==> config.mk <==
export PLATFORM = sky130hd
export DESIGN_NAME = multicycle_control_unit
export DESIGN_NICKNAME = d
export VERILOG_FILES = /design/src/rtl/cu_pkg.sv /design/src/rtl/multicycle_control_unit_decoder.sv /design/src/rtl/multicycle_control_unit.sv
export SDC_FILE = /design/constraint.sdc
export NUM_CORES = 1
export LEC_CHECK = 0
export BUFFER_PORTS_ARGS = -buffer_cell sky130_fd_sc_hd__buf_4
export CAP_MARGIN = 15
export CORE_MARGIN = 4
export CORE_UTILIZATION = 35
export DETAILED_ROUTE_END_ITERATION = 8
export PLACE_DENSITY = 0.59
export REMOVE_ABC_BUFFERS = 1
export SYNTH_ARGS = -nofsm -noshare
export SYNTH_HDL_FRONTEND = slang
export SYNTH_SLANG_ARGS = --single-unit
==> constraint.sdc <==
create_clock -name clk -period 2.4 [get_ports clk]
set_clock_uncertainty 0.2 [all_clocks]
set_input_delay 0.12 -clock clk [delete_from_list [all_inputs] [get_ports clk]]
set_output_delay 0.12 -clock clk [all_outputs]
set_load 0.03 [all_outputs]
==> src/rtl/cu_pkg.sv <==
// Shared definitions for the multi-cycle control unit.
// Holds the FSM state type, the opcode map, the ALU function codes, the
// flag bit positions, the decoded-instruction record passed from
// cu_decoder to the top, and a helper that evaluates jump conditions.
package cu_pkg;

    typedef enum logic [2:0] {
        IDLE,
        FETCH,
        EXEC,
        MEM,
        HALT
    } cuState_t;

    // ALU instruction groups, group = opcode[6:2] for opcodes up to LAST_ALU_OP
    localparam logic [4:0] GRP_MOV = 5'd0;
    localparam logic [4:0] GRP_ADD = 5'd1;
    localparam logic [4:0] GRP_SUB = 5'd2;
    localparam logic [4:0] GRP_AND = 5'd3;
    localparam logic [4:0] GRP_OR  = 5'd4;
    localparam logic [4:0] GRP_NOT = 5'd5;
    localparam logic [4:0] GRP_XOR = 5'd6;
    localparam logic [4:0] GRP_SHL = 5'd7;
    localparam logic [4:0] GRP_SHR = 5'd8;

    localparam logic [6:0] LAST_ALU_OP = 7'h23;
    localparam logic [6:0] OP_INC_B    = 7'h24;
    localparam logic [6:0] OP_CMP_AB   = 7'h25;
    localparam logic [6:0] OP_CMP_LIT  = 7'h26;
    localparam logic [6:0] OP_JMP      = 7'h27;
    localparam logic [6:0] OP_JEQ      = 7'h28;
    localparam logic [6:0] OP_JNE      = 7'h29;
    localparam logic [6:0] OP_JGT      = 7'h2A;
    localparam logic [6:0] OP_JLT      = 7'h2B;
    localparam logic [6:0] OP_JCR      = 7'h2C;
    localparam logic [6:0] OP_LD       = 7'h2D;
    localparam logic [6:0] OP_ST       = 7'h2E;
    localparam logic [6:0] OP_HALT     = 7'h7F;

    localparam logic [3:0] ALU_ADD = 4'b0000;
    localparam logic [3:0] ALU_SUB = 4'b0001;
    localparam logic [3:0] ALU_AND = 4'b0010;
    localparam logic [3:0] ALU_OR  = 4'b0011;
    localparam logic [3:0] ALU_NOT = 4'b0100;
    localparam logic [3:0] ALU_XOR = 4'b0101;
    localparam logic [3:0] ALU_SHL = 4'b0110;
    localparam logic [3:0] ALU_SHR = 4'b0111;
    localparam logic [3:0] ALU_INC = 4'b1000;
    localparam logic [3:0] ALU_MOV = 4'b1001;

    localparam int FLAG_Z = 0;
    localparam int FLAG_N = 1;
    localparam int FLAG_C = 2;
    localparam int FLAG_V = 3;

    typedef struct packed {
        logic [3:0] aluOp;
        logic       muxASel;
        logic       muxBSel;
        logic       regALoad;
        logic       regBLoad;
        logic       setsFlags;
        logic       isJump;
        logic       isMem;
        logic       isStore;
        logic       isHalt;
        logic       isIllegal;
    } decode_t;

    // Jump decision from the registered flags; non-jump opcodes never take
    function automatic logic jumpTaken(input logic [6:0] op, input logic z,
                                       input logic n, input logic c);
        logic taken;
        taken = 1'b0;
        case (op)
            OP_JMP:  taken = 1'b1;
            OP_JEQ:  taken = z;
            OP_JNE:  taken = !z;
            OP_JGT:  taken = !z && !n;
            OP_JLT:  taken = n;
            OP_JCR:  taken = c;
            default: taken = 1'b0;
        endcase
        return taken;
    endfunction

endpackage

==> src/rtl/multicycle_control_unit_decoder.sv <==
// cu_decoder: purely combinational instruction decode.
// Ports:
//   ir  in  7         latched instruction opcode
//   dec out decode_t  ALU function, operand selects, destination loads and
//                     instruction class flags (flag-setting, jump, memory,
//                     store, halt, illegal)
module cu_decoder
    import cu_pkg::*;
(
    input  logic [6:0] ir,
    output decode_t    dec
);

    logic [4:0] grp;

    assign grp = ir[6:2];

    // Two-operand groups use bit0 as the destination and bit1 as the literal
    // select; the unary shift/NOT groups use bit1 as destination and bit0 as
    // the A-operand select. Everything above the ALU range is a one-off opcode.
    always_comb begin
        dec = '0;
        if (ir <= LAST_ALU_OP) begin
            case (grp)
                GRP_MOV: dec.aluOp = ALU_MOV;
                GRP_ADD: dec.aluOp = ALU_ADD;
                GRP_SUB: dec.aluOp = ALU_SUB;
                GRP_AND: dec.aluOp = ALU_AND;
                GRP_OR:  dec.aluOp = ALU_OR;
                GRP_NOT: dec.aluOp = ALU_NOT;
                GRP_XOR: dec.aluOp = ALU_XOR;
                GRP_SHL: dec.aluOp = ALU_SHL;
                GRP_SHR: dec.aluOp = ALU_SHR;
                default: dec.aluOp = ALU_ADD;
            endcase
            if (grp == GRP_NOT || grp == GRP_SHL || grp == GRP_SHR) begin
                dec.muxASel  = ir[0];
                dec.regBLoad = ir[1];
                dec.regALoad = !ir[1];
            end else begin
                dec.muxASel  = ir[0] & ir[1];
                dec.muxBSel  = ir[1];
                dec.regBLoad = ir[0];
                dec.regALoad = !ir[0];
            end
            dec.setsFlags = (grp != GRP_MOV);
        end else begin
            case (ir)
                OP_INC_B: begin
                    dec.aluOp     = ALU_INC;
                    dec.muxASel   = 1'b1;
                    dec.regBLoad  = 1'b1;
                    dec.setsFlags = 1'b1;
                end
                OP_CMP_AB: begin
                    dec.aluOp     = ALU_SUB;
                    dec.setsFlags = 1'b1;
                end
                OP_CMP_LIT: begin
                    dec.aluOp     = ALU_SUB;
                    dec.muxBSel   = 1'b1;
                    dec.setsFlags = 1'b1;
                end
                OP_JMP, OP_JEQ, OP_JNE, OP_JGT, OP_JLT, OP_JCR: dec.isJump = 1'b1;
                OP_LD:   dec.isMem = 1'b1;
                OP_ST: begin
                    dec.isMem   = 1'b1;
                    dec.isStore = 1'b1;
                end
                OP_HALT: dec.isHalt = 1'b1;
                default: dec.isIllegal = 1'b1;
            endcase
        end
    end

endmodule

==> src/rtl/multicycle_control_unit.sv <==
// multicycle_control_unit: FETCH/EXEC sequencer for the A/B-register CPU.
// Ports:
//   clk, rst_n         clock (rising edge), asynchronous active-low reset
//   start              leave IDLE/HALT and fetch at the current PC
//   opcode             instruction memory output at PC
//   alu_flags          live ALU flags (Z,N,C,V in bits 0..3)
//   mem_ack            one-cycle data memory completion
//   alu_op, muxA_sel, muxB_sel, regA_load, regB_load   datapath controls
//   pc_inc, pc_load    program counter controls
//   mem_req, mem_we    data memory request / write enable
//   flags_q            registered status flags
//   halted, illegal_op, mem_timeout   status indications
module multicycle_control_unit
    import cu_pkg::*;
#(
    parameter int OPCODE_W    = 7,
    parameter int ALU_OP_W    = 4,
    parameter int FLAG_W      = 4,
    parameter int MEM_TIMEOUT = 15
) (
    input  logic                clk,
    input  logic                rst_n,
    input  logic                start,
    input  logic [OPCODE_W-1:0] opcode,
    input  logic [FLAG_W-1:0]   alu_flags,
    input  logic                mem_ack,
    output logic [ALU_OP_W-1:0] alu_op,
    output logic                muxA_sel,
    output logic                muxB_sel,
    output logic                regA_load,
    output logic                regB_load,
    output logic                pc_inc,
    output logic                pc_load,
    output logic                mem_req,
    output logic                mem_we,
    output logic [FLAG_W-1:0]   flags_q,
    output logic                halted,
    output logic                illegal_op,
    output logic                mem_timeout
);

    localparam int CNT_W = (MEM_TIMEOUT > 1) ? $clog2(MEM_TIMEOUT) : 1;
    localparam logic [CNT_W-1:0] LAST_WAIT =
        (MEM_TIMEOUT > 0) ? CNT_W'(MEM_TIMEOUT - 1) : '0;

    cuState_t            state;
    logic [OPCODE_W-1:0] ir;
    logic [FLAG_W-1:0]   flagsQ;
    logic [CNT_W-1:0]    waitCnt;
    decode_t             dec;
    logic                jumpGo;
    logic                timeoutHit;
    logic                memDone;

    cu_decoder decoder (
        .ir  (ir),
        .dec (dec)
    );

    assign jumpGo     = jumpTaken(ir, flagsQ[FLAG_Z], flagsQ[FLAG_N], flagsQ[FLAG_C]);
    assign timeoutHit = (MEM_TIMEOUT != 0) && (waitCnt == LAST_WAIT);
    assign memDone    = mem_ack || timeoutHit;
    assign flags_q    = flagsQ;

    // Sequencer: IR is captured in FETCH, flags are captured at the end of a
    // flag-setting EXEC, and waitCnt counts MEM cycles already spent so the
    // final permitted cycle is the one where waitCnt reaches LAST_WAIT.
    // Leaving MEM always clears the counter so the next access starts fresh.
    always_ff @(posedge clk or negedge rst_n) begin
        if (!rst_n) begin
            state   <= IDLE;
            ir      <= '0;
            flagsQ  <= '0;
            waitCnt <= '0;
        end else begin
            case (state)
                IDLE: begin
                    if (start) state <= FETCH;
                end
                FETCH: begin
                    ir    <= opcode;
                    state <= EXEC;
                end
                EXEC: begin
                    if (dec.setsFlags) flagsQ <= alu_flags;
                    if (dec.isMem)       state <= MEM;
                    else if (dec.isHalt) state <= HALT;
                    else                 state <= FETCH;
                end
                MEM: begin
                    if (memDone) begin
                        waitCnt <= '0;
                        state   <= FETCH;
                    end else if (MEM_TIMEOUT != 0) begin
                        waitCnt <= waitCnt + 1'b1;
                    end
                end
                HALT: begin
                    if (start) state <= FETCH;
                end
                default: state <= IDLE;
            endcase
        end
    end

    // Output decode from state and IR. Only the MEM completion strobes look
    // at mem_ack, so a load can write A in the same cycle the memory answers.
    // LD/ST and HALT hold off pc_inc in EXEC: memory bumps the PC when the
    // access finishes, and HALT must resume at the same address.
    always_comb begin
        alu_op      = '0;
        muxA_sel    = 1'b0;
        muxB_sel    = 1'b0;
        regA_load   = 1'b0;
        regB_load   = 1'b0;
        pc_inc      = 1'b0;
        pc_load     = 1'b0;
        mem_req     = 1'b0;
        mem_we      = 1'b0;
        halted      = 1'b0;
        illegal_op  = 1'b0;
        mem_timeout = 1'b0;
        case (state)
            EXEC: begin
                alu_op     = ALU_OP_W'(dec.aluOp);
                muxA_sel   = dec.muxASel;
                muxB_sel   = dec.muxBSel;
                regA_load  = dec.regALoad;
                regB_load  = dec.regBLoad;
                illegal_op = dec.isIllegal;
                if (dec.isJump) begin
                    pc_load = jumpGo;
                    pc_inc  = !jumpGo;
                end else if (!dec.isMem && !dec.isHalt) begin
                    pc_inc = 1'b1;
                end
            end
            MEM: begin
                mem_req = 1'b1;
                mem_we  = dec.isStore;
                if (mem_ack) begin
                    regA_load = !dec.isStore;
                    pc_inc    = 1'b1;
                end else if (timeoutHit) begin
                    mem_timeout = 1'b1;
                    pc_inc      = 1'b1;
                end
            end
            HALT: halted = 1'b1;
            default: ;
        endcase
    end

endmodule

# Word-level counts from Yosys, hierarchy flattened

Memory sizes are Yosys's and may differ from the RTL's.
Index checks and enable logic that the tools add are counted.

Bits in registers: 18
Bits in latches: 0
Memory bits (writable): 0
Bits in read-only memories: 64
Input port bits: 15
Output and inout port bits: 19
Memories kept: 1

Add/sub/neg operators: 1
$mul: 0
Divide/modulo/power cells: 0
$lt $le $gt $ge: 1
Equal/unequal tests: 22
Shift operators: 0
Muxes and demuxes: 43
Bitwise operators: 1
Reductions and logical operators: 23

Memory list:

| memory           | words | bits a word | read ports | clocked after memory_dff | wr ports | line                                  | text |
|---|---|---|---|---|---|---|---|
| (name not given) | 16    | 4           | 1          | 0                        | 0        | multicycle_control_unit_decoder.sv:24 | `case (grp)` |

Operators by type and width:

| cell                | number |
|---|---|
| $eq 7x6->1 const B  | 11 |
| $mux 1              | 27 |
| $mux 3              | 4 |
| $mux 4              | 3 |
| $pmux 3 s4          | 1 |
| $reduce_or 12->1    | 1 |
| $eq 5x3->1 const B  | 2 |
| $logic_not 1->1     | 8 |
| $pmux 4 s2          | 1 |
| $eq 7x7->1 const B  | 1 |
| $le 7x6->1 const B  | 1 |
| $eq 3x2->1 const B  | 2 |
| $mux 6              | 1 |
| $pmux 1 s6          | 1 |
| $reduce_or 2->1     | 3 |
| $reduce_or 6->1     | 1 |
| $eq 5x4->1 const B  | 1 |
| $mux 5              | 1 |
| $reduce_bool 5->1   | 1 |
| $add 4x1->4 const B | 1 |
| $eq 4x4->1 const B  | 1 |
| $mux 2              | 2 |
| $pmux 1 s2          | 2 |
| $reduce_and 2->1    | 2 |
| 9 further kinds     | 12 |

# Depth between registers and ports, before layout

Word-level depth: 9
Mapped depth: 8

# By module

Synthesis repeated with hierarchy kept, for this count alone.

Cell total of the unflattened synthesis: 166
Area, all modules: 1526.5 sq um

Modules (own cells, without submodules):

| module                  | times used | cells each | area each (sq um) | sequential area each (sq um) |
|---|---|---|---|---|
| multicycle_control_unit | 1          | 97         | 1008.5            | 450.4 |
| cu_decoder              | 1          | 69         | 518.0             | 0.0 |

# Least setup slack after synthesis

OpenSTA, ideal clock, no wires.

Path kind: flip-flop to output port
Start: register ir[3]
End: output illegal_op
Arrival time: 2.190 ns
Path slack: -0.110 ns
Stages on the path, launching flop included: 8
Path buffers: 0
Cell sequence: dfrtp_1 -> inv_1 -> ha_1 -> nand4bb_1 -> nor2_1 -> a311oi_1 -> nor3b_1 -> nor3b_1

Word-level cells in the longest chain between the ends: 5

Ends and longest elaborated chain:

| element                                  | line                                  | text |
|---|---|---|
| start, declared                          | multicycle_control_unit.sv:47         | `logic [OPCODE_W-1:0] ir;` |
| start signal, assigned                   | multicycle_control_unit.sv:81         | `ir <= opcode;` |
| $eq 7x6->1 or $eq 7x7->1 (tied branches) | multicycle_control_unit_decoder.sv:48 | `case (ir)` |
| $reduce_or 12->1 (no source line)        | -                                     |  |
| $mux 1                                   | multicycle_control_unit_decoder.sv:48 |  |
| $mux 5 *                                 | multicycle_control_unit_decoder.sv:23 | `if (ir <= LAST_ALU_OP) begin` |
| $mux 1 *                                 | multicycle_control_unit.sv:123        | `case (state)` |
| end, declared                            | multicycle_control_unit.sv:38         | `output logic illegal_op,` |

Mark *: on every way between the ends. The rest lies on a longest branch, timed or not.

# Final worst setup path

Start: register ir[3]
End: output muxA_sel

Word-level cells in the longest chain between the ends: 6

Ends and longest elaborated chain:

| element                                            | line                                  | text |
|---|---|---|
| branches (longest 4 deep; another with $le 7x6->1) | -                                     |  |
| $mux 6 *                                           | multicycle_control_unit_decoder.sv:23 |  |
| $mux 1 *                                           | multicycle_control_unit.sv:123        |  |
| end, declared                                      | multicycle_control_unit.sv:28         | `output logic muxA_sel,` |

Every way passes the cells marked *.

==> reports/metrics.cfg <==
[sta]
fin_crit_sh = 1.028
tns_ns = -0.2906
rsz0062_at_grt = true
worst_pin_slew_ns = 0.5210
setup_viol = 6
maxSlewHeadroom = 0.6506
layout_min_cycle_time_ns = 2.468
drv_slew = 0
fin_ws_ns = -0.06757
max_freq_mhz = 405.3
finalHoldViolations = 0
hold-worst-slack_ns = 0.07633

[outcome]
violations = setup timing
status = complete, but fails checks

[clock_network]
cts_num_sinks = 18
htree_levels = 1
insertion_delay_ns = 0.25
cts_root_buffer = clkbuf_8
cts_buffers = 3
cts_tree = built
clock_path_buffers = 2
clk_pin_slew_ns = 0.07

[placed_design]
post-dp-hpwl_um = 2757
gp_congestion = 0.8971
dp_cells = 229
port_buffers = 33

[yosys]
synth-simple-area-share = 0.2263
synth_fa_ha_area_frac = 0.06770
synth_ff_type = dfrtp_1
synthTopCellsByArea = dfrtp_1 35%, ha_1 6.8%, mux2_2 5.2%
synth.area.mux_share = 0.09478
synth.largest_area_cell = dfrtp_1
yosys_warnings = 0
synth_edf_count = 0
synth_xor_area_frac = 0.01354
synth_compound_area_frac = 0.1992
synthCells = 145
synth.top_cell.area_share = 0.3482
yosysSeqAreaShare = 0.3482
synth_top_family_by_area = simple AND/OR/NAND/NOR gates
avgSynthCellArea_um2 = 8.922
async_reset_ff_frac = 1.000
synth_area_um2 = 1294
synth_cell_types = 48
synth-seq-cells = 18

[finish]
final_common_cell = buf_4
fin_cells = 259
ff_latch_area_um2 = 451.7
fin_nets = 237
mostFrequentLayoutCells = 49 x buf_4, 17 x dfrtp_1, 14 x dlygate4sd3_1
layout-area-overhead-vs-synth_pct = 60.64
diodes = 0
multiInputGateArea_um2 = 899.6
drive_above_1_share = 0.4366
nFillCells = 303

[detailed_routing]
drc_errors = 0
ant_nets = 0
vias = 1391
avgViaCountPerCell = 5.371
drt_iter0_markers = 134
dr.pass1.iters = 4
wire_per_inst_um = 15.64
drt-total-wl_um = 4050

[pwr]
clock_power_share = 0.081
power_density_nw_per_um2 = 1246
p_seq_frac = 0.237
switching_share = 0.4733
comb_power_share = 0.682
p_leak_nw = 0.8933
power_w = 0.002589
p_switching_w = 0.001225
p_int_w = 0.001364
ir_drop_mv = 0.5168

[global_route]
grt_overflow = 0
track_usage = 0.1818
grt_pass1_vias = 1360
grt_max_degree = 19
grt_pass1_wl_um = 6458
antenna_found_initial = 0

[job]
drv_cap = 0

[floorplan]
fp.dieW_um = 68.80
row_count = 21
coreArea_um2 = 3442
start_util = 0.3759
dieArea_um2 = 4733
io_pins = 34
die_h_um = 68.80

[setup_path]
arrival_ns = 2.15
max_stage_delay_ns = 0.51
cp_num_cells = 7
r2r_cells = 7
critPathTopFamily = simple AND/OR/NAND/NOR gates
rr_endpoint = flags_q[2]$_DFFE_PN0P_
crit_path_top_delay_cell = or4_4
reg2reg_slack_ns = 0.04
critPathCaptureType = output port
crit_type = reg -> out
cp_cell_sequence = inv_2 -> ha_2 -> nand4bb_1 -> buf_4 -> or4_4 -> a21oi_2 -> buf_6
worst_ep_required_time_ns = 2.08
crit_buf_inv = 3
critPathLaunchType = flip-flop
crit_fanout = 4
worstReg2RegStart = ir[3]$_DFFE_PN0N_

[worst_hold_path]
hold_class = in -> async

final cells by class:
cell class | count | share of cell area
Clock buffer | 3 | 0.01987
Timing Repair Buffer | 71 | 0.2878
Multi-Input combinational cell | 113 | 0.4329
Inverter | 8 | 0.01445
Sequential cell | 18 | 0.2173
Tap cell | 46 | 0.02769
state kept, by name, summed over array words and instances, names as in the netlist:
signal and flops:
ir 7, flags_q 4, waitCnt 4, state 3
what timing repair did:
action / in CTS / in global routing
setup buffers: 7 / 6
resized for setup: 22 / 14
pin swaps: 6 / 4
endpoints found under the setup margin: 12 / 16
hold buffers: 14 / 0
cloned: 0 / 0
endpoints found under the hold margin: 32 / 0
worst reg2reg max path: stages, from the launching register on:
cell and delay, ns:
dfrtp_1 0.41, buf_6 0.14, a2111o_1 0.40, a31oi_4 0.31
buf_4 0.20, or2_1 0.11, nand3_2 0.13, mux2_1 0.34
metal layers:
metal,up-vias,part of all wire,GRT usage
met2,36,0.51,0.3099
met1,680,0.43,0.2368
met3,6,0.041,0.02755
met4,0,0.016,0.05353
li1,669,-,-
met5,-,0,0
power by group through the flow:
stage	Sequential [W]	Combinational (W)	Clock (W)
final	0.000613	0.00177	0.000211
after global routing	0.000634	0.00191	0.000231
after CTS	0.000607	0.00162	0.000217
after detailed placement	0.000598	0.00139	0
after global placement	0.000590	0.00137	0
after floorplan	0.000686	0.000789	0
how the worst max path moves through the flow:
stage                            startpoint                endpoint  slack (ns)
after floorplan           ir[3]$_DFFE_PN0N_              illegal_op       -0.11
after global placement    ir[2]$_DFFE_PN0N_               regA_load        0.06
after detailed placement  ir[3]$_DFFE_PN0N_  flags_q[2]$_DFFE_PN0P_        0.04
after CTS                 ir[3]$_DFFE_PN0N_              illegal_op       -0.02
after global routing      ir[3]$_DFFE_PN0N_               regB_load       -0.16
final                     ir[3]$_DFFE_PN0N_                muxA_sel       -0.07
logic make-up (layout without fill, tap and decap cells):
group                      Yosys count  in the layout
DFF                                 18             18
muxes                               11             11
and+or+nand+nor                     55             55
AOI/OAI and AO/OA                   38             38
xor gates and xnor gates             2              2
adders and majority gates            7              7
buffers and inverters               14             82
synthesized netlist by cell type, types with 3 or more instances:
cell type and number:
mux2_2 6, buf_2 4, inv_1 7, nand2_1 13
ha_1 7, o21ai_0 8, nor3b_1 3, dfrtp_1 18
a21oi_1 8, nand3_1 5, nor3_1 6, mux2_1 4
nor2_1 12
stage by stage:
step	area [µm²]	utilization	worst slack, ns
6_report	2078	0.6038	-0.06757
5_1_grt	2078	0.6038	-0.1618
4_1_cts	1976	0.5740	-0.02428
3_5_place_dp	1647	0.4784	0.04051
3_3_place_gp	1647	0.4784	0.06000
2_1_floorplan	1259	-	-0.1095
Note: power is estimated with default switching activity, not from simulation.
